$ cat src/rtl/alu_pkg.sv
// Shared ALU definitions: selector codes, opcodes and the issued-beat bundle.
// Imported by the issue stage, its decoder and the ALU.
package alu_pkg;

  localparam logic [3:0] SEL_ADD  = 4'b0000;
  localparam logic [3:0] SEL_SLL  = 4'b0001;
  localparam logic [3:0] SEL_SLT  = 4'b0010;
  localparam logic [3:0] SEL_SLTU = 4'b0011;
  localparam logic [3:0] SEL_XOR  = 4'b0100;
  localparam logic [3:0] SEL_SRL  = 4'b0101;
  localparam logic [3:0] SEL_OR   = 4'b0110;
  localparam logic [3:0] SEL_AND  = 4'b0111;
  localparam logic [3:0] SEL_SUB  = 4'b1000;
  localparam logic [3:0] SEL_SRA  = 4'b1001;
  localparam logic [3:0] SEL_BEQ  = 4'b1010;
  localparam logic [3:0] SEL_BNE  = 4'b1011;
  localparam logic [3:0] SEL_BLT  = 4'b1100;
  localparam logic [3:0] SEL_BGE  = 4'b1101;
  localparam logic [3:0] SEL_BLTU = 4'b1110;
  localparam logic [3:0] SEL_BGEU = 4'b1111;

  localparam logic [6:0] OP_R = 7'b0110011;
  localparam logic [6:0] OP_I = 7'b0010011;
  localparam logic [6:0] OP_B = 7'b1100011;

  localparam logic [6:0] F7_BASE = 7'b0000000;
  localparam logic [6:0] F7_ALT  = 7'b0100000;

  typedef struct packed {
    logic [31:0] dataA;
    logic [31:0] dataB;
    logic [3:0]  selector;
    logic [4:0]  rd;
    logic        is_branch;
    logic        illegal;
  } beat_t;

  function automatic beat_t beat_illegal();
    beat_t b;
    b         = '0;
    b.illegal = 1'b1;
    return b;
  endfunction

endpackage

$ cat src/rtl/alu_issue_dec.sv
// Combinational RV32I ALU decoder: instruction plus
// register data to an issued beat.
module alu_issue_dec
  import alu_pkg::*;
(
  input  logic [31:0] instr_i,
  input  logic [31:0] rs1_i,
  input  logic [31:0] rs2_i,
  output beat_t       beat_o
);

  logic [6:0]  opc;
  logic [2:0]  f3;
  logic [6:0]  f7;
  logic [31:0] imm;
  logic [31:0] shamt;
  logic        unused_rs1_idx;
  beat_t       b;
  logic        legal;

  assign opc   = instr_i[6:0];
  assign f3    = instr_i[14:12];
  assign f7    = instr_i[31:25];
  assign imm   = {{20{instr_i[31]}}, instr_i[31:20]};
  assign shamt = {27'd0, instr_i[24:20]};
  assign unused_rs1_idx = ^instr_i[19:15];

  always_comb begin
    b       = '0;
    legal   = 1'b0;
    b.dataA = rs1_i;
    b.dataB = rs2_i;
    b.rd    = instr_i[11:7];
    unique case (1'b1)
      (opc == OP_R): begin
        if (f7 == F7_BASE) begin
          legal      = 1'b1;
          b.selector = {1'b0, f3};
        end else if (f7 == F7_ALT) begin
          legal      = (f3 == 3'b000) || (f3 == 3'b101);
          b.selector = (f3 == 3'b000) ? SEL_SUB : SEL_SRA;
        end
      end
      (opc == OP_I): begin
        legal      = 1'b1;
        b.dataB    = imm;
        b.selector = {1'b0, f3};
        if (f3 == 3'b001) begin
          b.dataB = shamt;
          legal   = (f7 == F7_BASE);
        end else if (f3 == 3'b101) begin
          b.dataB    = shamt;
          legal      = (f7 == F7_BASE) || (f7 == F7_ALT);
          b.selector = (f7 == F7_ALT) ? SEL_SRA : SEL_SRL;
        end
      end
      (opc == OP_B): begin
        legal       = (f3[2:1] != 2'b01);
        b.rd        = 5'd0;
        b.is_branch = 1'b1;
        // 000/001 -> 101x, 1xx -> 1xxx
        b.selector  = f3[2] ? {1'b1, f3} : {3'b101, f3[0]};
      end
      default: legal = 1'b0;
    endcase
    beat_o = legal ? b : beat_illegal();
  end

endmodule

$ cat src/rtl/alu_issue.sv
// ALU decode-and-issue stage: decoder, 2-entry registered
// skid buffer, issue counter and sticky illegal flag.
module alu_issue
  import alu_pkg::*;
#(
  parameter int CNT_W = 16
) (
  input  logic             clk,
  input  logic             rst_n,
  input  logic             in_valid,
  output logic             in_ready,
  input  logic [31:0]      in_instr,
  input  logic [31:0]      in_rs1_data,
  input  logic [31:0]      in_rs2_data,
  output logic             out_valid,
  input  logic             out_ready,
  output logic [31:0]      out_dataA,
  output logic [31:0]      out_dataB,
  output logic [3:0]       out_selector,
  output logic [4:0]       out_rd,
  output logic             out_is_branch,
  output logic             out_illegal,
  output logic [CNT_W-1:0] issue_count,
  output logic             illegal_seen
);

  beat_t            dec;
  beat_t            m_q, m_d;
  beat_t            s_q, s_d;
  logic             m_vld_q, m_vld_d;
  logic             s_vld_q, s_vld_d;
  logic [CNT_W-1:0] cnt_q, cnt_d;
  logic             ill_q, ill_d;
  logic             in_fire;
  logic             out_fire;

  alu_issue_dec u_dec (
    .instr_i (in_instr),
    .rs1_i   (in_rs1_data),
    .rs2_i   (in_rs2_data),
    .beat_o  (dec)
  );

  assign in_ready = !s_vld_q;
  assign in_fire  = in_valid && !s_vld_q;
  assign out_fire = m_vld_q && out_ready;

  always_comb begin
    m_d     = m_q;
    s_d     = s_q;
    m_vld_d = m_vld_q;
    s_vld_d = s_vld_q;
    cnt_d   = cnt_q;
    ill_d   = ill_q;
    // in_fire implies S empty, so S->M never races a new beat
    if (out_fire && s_vld_q) begin
      m_d     = s_q;
      s_vld_d = 1'b0;
    end else if (in_fire && (!m_vld_q || out_fire)) begin
      m_d     = dec;
      m_vld_d = 1'b1;
    end else if (in_fire) begin
      s_d     = dec;
      s_vld_d = 1'b1;
    end else if (out_fire) begin
      m_vld_d = 1'b0;
    end
    if (out_fire) begin
      cnt_d = cnt_q + 1'b1;
      ill_d = ill_q || m_q.illegal;
    end
  end

  always_ff @(posedge clk or negedge rst_n) begin
    if (!rst_n) begin
      m_q     <= '0;
      s_q     <= '0;
      m_vld_q <= 1'b0;
      s_vld_q <= 1'b0;
      cnt_q   <= '0;
      ill_q   <= 1'b0;
    end else begin
      m_q     <= m_d;
      s_q     <= s_d;
      m_vld_q <= m_vld_d;
      s_vld_q <= s_vld_d;
      cnt_q   <= cnt_d;
      ill_q   <= ill_d;
    end
  end

  assign out_valid     = m_vld_q;
  assign out_dataA     = m_q.dataA;
  assign out_dataB     = m_q.dataB;
  assign out_selector  = m_q.selector;
  assign out_rd        = m_q.rd;
  assign out_is_branch = m_q.is_branch;
  assign out_illegal   = m_q.illegal;
  assign issue_count   = cnt_q;
  assign illegal_seen  = ill_q;

endmodule
$ cat config.mk
export PLATFORM = sky130hd
export DESIGN_NAME = alu_issue
export DESIGN_NICKNAME = d
export VERILOG_FILES = /design/src/rtl/alu_pkg.sv /design/src/rtl/alu_issue_dec.sv /design/src/rtl/alu_issue.sv
export SDC_FILE = /design/constraint.sdc
export NUM_CORES = 1
export LEC_CHECK = 0
export ABC_AREA = 0
export CAP_MARGIN = 40
export CORE_ASPECT_RATIO = 1.75
export CORE_MARGIN = 2
export CORE_UTILIZATION = 49
export DETAILED_ROUTE_END_ITERATION = 7
export PLACE_DENSITY = 0.91
export SLEW_MARGIN = 15
export SYNTH_ARGS = -nofsm -noshare
export SYNTH_HDL_FRONTEND = slang
export SYNTH_SLANG_ARGS = --single-unit
$ cat constraint.sdc
create_clock -name clk -period 1.7 [get_ports clk]
set_input_delay 0.255 -clock clk [delete_from_list [all_inputs] [get_ports clk]]
set_output_delay 0.255 -clock clk [all_outputs]
set_load 0.02 [all_outputs]
## Word-level counts from Yosys, hierarchy flattened

Cells that the tools add are included.

| storage, ports and cells | value |
|---|---|
| register bits after elaboration | 169 |
| bits in latches | 0 |
| bits in writable memories | 0 |
| bits in read-only memories | 0 |
| output and inout bits | 94 |
| memories | 0 |

| cells by class | value |
|---|---|
| add/sub/neg operators | 1 |
| multiply operators | 0 |
| divide/modulo/power cells | 0 |
| order comparisons | 0 |
| eq/ne operators | 9 |
| shift operators | 0 |
| multiplexer cells | 25 |
| bitwise gates (word level) | 2 |
| reduce and logical (&&, ||, !) cells | 18 |

Operator list:

| kind | count |
|---|---|
| $mux W75 | 3 |
| $mux W32 | 2 |
| $mux W36 | 1 |
| $add A16 B1 Y16 const B | 1 |
| $mux W4 | 4 |
| $eq A7 B6 Y1 const B | 2 |
| $pmux W4 S3 | 1 |
| $mux W1 | 11 |
| $eq A7 B5 Y1 const B | 1 |
| $eq A7 B7 Y1 const B | 1 |
| $logic_not A7 Y1 | 1 |
| $mux W6 | 1 |
| $reduce_and A3 Y1 | 2 |
| $reduce_bool A2 Y1 | 3 |
| $logic_and A1 B1 Y1 | 4 |
| $logic_or A1 B1 Y1 | 4 |
| $ne A2 B1 Y1 const B | 2 |
| $eq A3 B1 Y1 const B | 1 |
| $eq A3 B3 Y1 const B | 1 |
| $logic_not A3 Y1 | 1 |
| $mux W3 | 1 |
| $pmux W1 S3 | 1 |
| $logic_not A1 Y1 | 2 |
| $ne A2 B2 Y1 const B | 1 |
| other kinds (2) | 3 |

## Longest topological paths before layout

| logic depth | value |
|---|---|
| depth after elaboration | 8 |
| gate-level depth with buffers | 7 |

## By module

A second synthesis with hierarchy kept.

| second synthesis, totals | value |
|---|---|
| cells, all modules | 737 |
| area total of the unflattened synthesis | 8231.6 µm² |

By module, submodules not included:

| module | times used | cells each | area each (µm²) |
|---|---|---|---|
| alu_issue | 1 | 561 | 6946.7 |
| alu_issue_dec | 1 | 176 | 1285.0 |

## Worst setup path after synthesis

Ideal clock, no wire load.

| timing path | value |
|---|---|
| path kind | reg2reg |
| from | register m_vld_q (netlist: out_valid) |
| to | register cnt_q[12] (netlist: issue_count[12]) |
| setup time | 129 ps |
| arrival time | 1602 ps |
| required time | 1571 ps |
| slack | -31 ps |
| cell stages (with the launch flop) | 7 |
| buffers on the path | 1 |
| clock period less this slack | 1731 ps |
| cell sequence | dfrtp_1 -> and2_1 -> clkbuf_1 -> nand2_1 -> nor2_1 -> nand4_1 -> xnor2_1 |

| between the ends | value |
|---|---|
| cells in the longest elaborated chain, start to end | 1 |

Ends and longest elaborated chain:

| item | line | source |
|---|---|---|
| start: declaration | alu_issue.sv:30 | `logic m_vld_q, m_vld_d;` |
| start signal: assignment | alu_issue.sv:85 | `m_vld_q <= m_vld_d;` |
| $logic_and A1 B1 Y1 | alu_issue.sv:46 | `assign out_fire = m_vld_q && out_ready;` |
| end signal: assignment | alu_issue.sv:87 | `cnt_q <= cnt_d;` |
| end: declaration | alu_issue.sv:32 | `logic [CNT_W-1:0] cnt_q, cnt_d;` |

No other way between the ends.
A chain may end at the register's enable or synchronous reset.

## Worst setup path in the final report

| timing path | value |
|---|---|
| from | register m_q (netlist bit out_dataA[6]) |
| to | output out_dataA[6] |

RTL lines:

| item | line | source |
|---|---|---|
| start: declaration | alu_issue.sv:28 | `beat_t m_q, m_d;` |
| start signal: assignment | alu_issue.sv:83 | `m_q <= m_d;` |
| end: declaration | alu_issue.sv:17 | `output logic [31:0] out_dataA,` |

No word-level cell between the ends.

==> impl_results.md <==
- Outcome: complete, no violations
- Max-cap violations: 0
- CP max stage cell: clkdlybuf4s50_1
- Global-route wire length before repair: 34600 um
- Largest family of logic cells by synthesized area: compound AO/OA/AOI/OAI gates
- Register area share after synthesis: 56.0%
- # rows: 60
- Hold Slack: 0.301 ns
- Achievable Freq: 597 MHz
- NumNets Final: 1035
- Post-Synth XOR/XNOR Area: 1.86%
- Final Util: 71.8%
- Final WS setup: 0.0244 ns
- Static Leak: 5.24 nW
- Yosys cell types: 44
- Drt total wl: 21300 um
- Die ar.: 16500 um^2
- Root buffer cell: clkbuf_16
- Final Critical Period: 1.68 ns
- Initial cell density of the core: 49.6%
- Simple-gate share of the synthesized area: 9.43%
- Area growth syn-to-layout: 44.9%
- Clock buffer depth: 2
- Synth Register Bits: 169
- Post-DP HPWL: 13900 um
- GR Util met3: 4.44%
- Syn Inst Count: 702
- Post-synth EDFFs: 0
- Mux cell area share after synthesis: 0.812%
- WL per Instance: 18.7 um
- DRC: 0
- Ys async rst share: 100%
- Worst slew pin tran: 0.389 ns
- Final Hold Fails: 0
- Clock Skews: 0.00940 ns
- Dpl cells: 1081
- Non-filler instance count after layout: 1135
- Busiest grt layer: met2
- Maximum number of pins on one net before global-route repair: 69
- CTS tree: built
- DR vias: 6457
- Core box area: 15200 um^2
- GRT Util Overall: 26.3%
- Endpoints failing setup: 0
- Crit path required time: 1.44 ns
- Flop2flop setup slack: 0.05 ns
- Port bufs: 188
- CP startpoint kind: register
- Peak supply drop: 800 uV
- Hold Path Class: in -> reg
- CP endpoint kind: output pin
- Placement Cell Area: 9960 um^2
- Vias per cell: 5.69
- Die W: 97.8 um
- Crit path DAT: 1.42 ns
- Gpl congestion: 0.932
- Initial antenna violation count: 2
- Post-synthesis compound-gate area fraction: 26.1%
- Drt first pass iters: 5
- Antenna Nets Post-Route: 0
- YS warnings: 0
- Met2 Track Usage GR: 46.8%
- Fraction of layout cells with a size suffix above 1: 25.4%
- Clk_lat worst skew: 0.41 ns
- Final instance area: 10900 um^2
- CP Cell Sequence: clkdlybuf4s50_1
- CTS Sinks: 169
- Io pins: 194
- Overall Power: 10.6 mW
- Initial DRC count: 342
- CTS Buf Count: 17
- Total gr overflow: 0
- Tcrit/Tclk final: 98.6%
- Worst-path clk slew: 0.07 ns
- Power density over cell area: 967 nW/um^2
- Mapped Area: 7550 um^2
- Ys flop type: dfrtp_1
- Adder-Cell Fraction of Synth Area: 0.166%
- Relative slew slack: 73.3%
- Mapped Nets: 803
- Final TNS setup: 0 ns
- Syn_area_per_cell: 10.8 um^2
- Crit Path Max Fanout: 2
- Die height: 168 um
- Crit path kind: reg -> out
- Vias in the first global route: 6770
- Crit-path leading delay family: buffers and inverters
- CTS H-Tree Depth: 4
- Met1 Use GR: 29.7%
- Worst Path Buf+Inv: 1
- Delay of the slowest critical-path stage: 0.66 ns
- Pre-CTS setup slack: -0.678 ns
- Pins Over Slew Limit: 0
==> metal layers <==
layer	up-vias	wire [um]	part of all wire, %
met2	231	11700	55
met4	0	1110	5.2
met3	74	751	3.5
li1	2951	-	-
met5	-	0	0
met1	3201	7750	36
==> cells in the final DEF (no fill, tap or decap), drive strengths merged, types with 9 or more instances in the layout <==
master	instances
a21oi	31
nor2	15
inv	42
o21ai	152
xnor2	13
clkbuf	20
nand4	9
a22oi	75
dlygate4sd2	27
dlymetal6s2s	18
clkdlybuf4s50	136
dfrtp	169
nand2	99
buf	74
nand3	12
==> state kept, by name (all words and copies together), names as in the netlist <==
name and cells:
illegal_seen 1, out_rd 5, issue_count 16, s_vld_q 1, out_illegal 1, out_dataB 32, out_dataA 32, out_is_branch 1
s_q 75, out_selector 4, out_valid 1
==> Yosys cell counts, types with 2 or more instances <==
cell type	instances	share of area [%]
dfrtp_1	169	56
nand2_1	99	4.9
o21ai_2	95	11
a22oi_1	75	7.5
o21ai_1	44	2.9
inv_1	36	1.8
a21oi_1	31	2.1
clkbuf_1	31	1.5
nor2_1	15	0.75
buf_6	14	2.1
o21ai_0	13	0.86
xnor2_1	13	1.5
nand3_1	12	0.80
nand4_1	9	0.75
mux2i_1	5	0.66
nand2b_1	5	0.41
nor2b_1	3	0.25
xor2_1	3	0.35
and3_1	2	0.17
and4_1	2	0.23
buf_2	2	0.13
o21bai_4	2	0.50
==> power breakdown <==
group	leakage (nW)	switching, mW	internal, mW
Clock	0.282	1.68	2.14
Sequential	2.33	0.206	4.22
Combinational	2.62	1.41	0.923
==> logic make-up (layout without fill, tap and decap cells) <==
logic type      after synthesis  count (layout)
flops                       169             169
buf+inv                      84             328
simple gates                156             156
xor+xnor                     16              16
other cells                   0               2
compound gates              270             271
mux                           6               6
fa+ha+maj                     1               1
==> final cells by class <==
| cell class | count | area (um^2) |
|---|---|---|
| Antenna cell | 2 | 5.00 |
| Clock buffer | 19 | 453 |
| Clock inverter | 13 | 135 |
| Fill cell | 1012 | 4290 |
| Inverter | 36 | 135 |
| Multi-Input combinational cell | 450 | 3110 |
| Sequential cell | 169 | 4230 |
| Tap cell | 186 | 233 |
| Timing Repair Buffer | 260 | 2650 |
==> final timing paths <==
kind / cells past startpoint / startpoint / to
max: 1 / out_dataA[6] / out_dataA[6]
min: 5 / in_instr[25] / s_q[16]
max reg2reg: 6 / s_vld_q / out_dataB[22]
min reg2reg: 1 / illegal_seen / illegal_seen
max in group asynchronous: 3 / rst_n / s_q[35]
min in group asynchronous: 2 / rst_n / out_dataA[24]
==> repair_timing <==
| action | 4_1_cts | 5_1_grt |
|---|---|---|
| setup buffers | 15 | 7 |
| hold endpoints to repair | 35 | 0 |
| resized for setup | 77 | 45 |
| gates cloned | 6 | 0 |
| endpoints found under the setup margin | 166 | 161 |
| pin swaps | 6 | 15 |
| hold buffers | 1 | 0 |
Note: power is estimated with default switching activity, not from simulation.
==> RTL edit: new RTL, same flow settings <==
Set the parameter `CNT_W` to 32 (it was 16).
--- a/src/rtl/alu_issue.sv
+++ b/src/rtl/alu_issue.sv
@@ -3,7 +3,7 @@
 module alu_issue
   import alu_pkg::*;
 #(
-  parameter int CNT_W = 16
+  parameter int CNT_W = 32
 ) (
   input  logic             clk,
   input  logic             rst_n,
Ports: changed (resized issue_count); port bits go from 194 to 210. The function was not compared with the original's and may differ.
==> RTL edit against the unedited design <==
The flow now finishes with violations (negative setup slack). Wire length up 32%. Worst setup slack got worse by 0.051 ns. Worst hold slack better by 0.024 ns. Register-to-register slack lost 0.05 ns. Area after synthesis is 6.9% higher. Total power is 12% higher. Critical endpoint is now out_dataB[4]. Sequential cell count rose by 16. Cell area up 13%.
==> RTL edit: results (changes against the unedited design) <==
drive_gt1_frac: 0.1984  # -0.05612
tns_ns: -0.02840  # -0.02840 ns
synth_area_leaders: "dfrtp_1 (57%), nand2_1 (7.9%), a22oi_1 (6.9%)"
violations: "negative setup slack"
drt_iter0_drc: 639  # +87%
met2_usage: 0.5228  # +0.05464
fin_worst_skew_ns: 0.01001  # +0.0006108 ns
dr.pass1.iters: 6  # +1
status: "finished, violations left"
tightest_slew_ns: 0.5168  # +0.1274 ns
r2r_setup_slack_ns: 0  # -0.05 ns
grt_pass1_vias: 8096  # +20%
worst_slack_ns: -0.02704  # -0.05146 ns
crit_start: "in_instr[27]"
seq_area_frac_synth: 0.5736  # +0.01367
place_congestion: 0.8880  # -4.8%
grt_max_degree: 49  # -29%
place_ws_ns: -0.7151  # -0.03741 ns
r2r_start: "issue_count[8]"
powerComb_w: 0.00295  # +27%
peakVddDrop_mv: 0.6883  # -14%
slowest_delay_ns: 0.27  # -0.39 ns
p_leak_nw: 6.048  # +16%
postPlaceCellArea_sq_um: 10980  # +10%
synth_nets: 913  # +14%
numPortBuffers: 204  # +8.5%
slowest_stage: "o31ai_4"
synth_cell_type_count: 42  # -4.5%
grt_pass1_wl_um: 42220  # +22%
grt_usage: 0.3078  # +0.04433
wl_met3_um: 1983  # +160%
p_sw_w: 0.003753  # +14%
grtUsageMet3: 0.05927  # +0.01486
wl_met1_um: 9633  # +24%
grt_use_met1: 0.3517  # +0.05493
cp_max_fo: 8  # +6
top_register: "s_q"
grt_antenna_before_repair: 1  # -1
vias: 7980  # +24%
nFillCells: 965  # -4.6%
setup_viol: 4  # +4
fin_cells: 1297  # +14%
synth_commonest_cells: "dfrtp_1 (185), nand2_1 (170), o21ai_0 (102), a22oi_1 (74), o31ai_1 (53)"
hp-class: "in2async"
synth.avg_cell_area_sq_um: 9.939  # -7.6%
clock_power_w: 0.00402  # +5%
RTL edit: cell count changes after synthesis, moves of 7 or more:
cell | unedited run | this run
buf_6 | 14 | 1
dfrtp_1 | 169 | 185
o21ai_0 | 13 | 102
xor2_1 | 3 | 12
nand2_1 | 99 | 170
clkbuf_1 | 31 | 51
xnor2_1 | 13 | 20
o21ai_1 | 44 | 1
inv_1 | 36 | 8
nor2_1 | 15 | 23
o31ai_1 | 1 | 53
o21ai_2 | 95 | 0
RTL edit: what timing repair did:
action | CTS | global route
hold buffers | 1 | 0
pin swaps | 9 | 16
buffers inserted | 12 | 12
resized for setup | 81 | 101
setup endpoints to repair | 183 | 192
gates cloned | 6 | 2
hold endpoints to repair | 35 | 0
RTL edit: through the flow:
stage	hold slack [ns]	util
after floorplan	-0.04059	-
after global placement	0.2026	0.6740
after detailed placement	0.2054	0.6740
after CTS	0.3405	0.7316
after global routing	0.3519	0.7577
final	0.3246	0.7577
RTL edit: final cells by class:
type                       count  area [sq um]  share of cell area
clock inverter                12         140.1             0.01135
inverter                       8         30.03            0.002433
tap                          192         240.2             0.01946
timing repair buffer         320          3313              0.2684
sequential                   185          4643              0.3762
antenna                        1         2.502           0.0002027
multi-input combinational    560          3531              0.2861
clock buffer                  19         442.9             0.03588
RTL edit: kinds of logic after synthesis:
| group | Yosys count | share of synthesized area |
|---|---|---|
| flops | 185 | 0.5736 |
| fa+ha+maj | 1 | 0.001550 |
| mux | 7 | 0.008837 |
| simple gates | 253 | 0.1402 |
| xor+xnor | 32 | 0.03473 |
| buf+inv | 67 | 0.03302 |
| compound gates | 267 | 0.2081 |
RTL edit: worst register-to-register path, cell delays in order, from the launching register on:
cell	delay, ns
dfrtp_1	0.40
nand2_1	0.17
nor4_4	0.33
buf_4	0.19
and2_1	0.20
buf_4	0.14
xor2_1	0.18
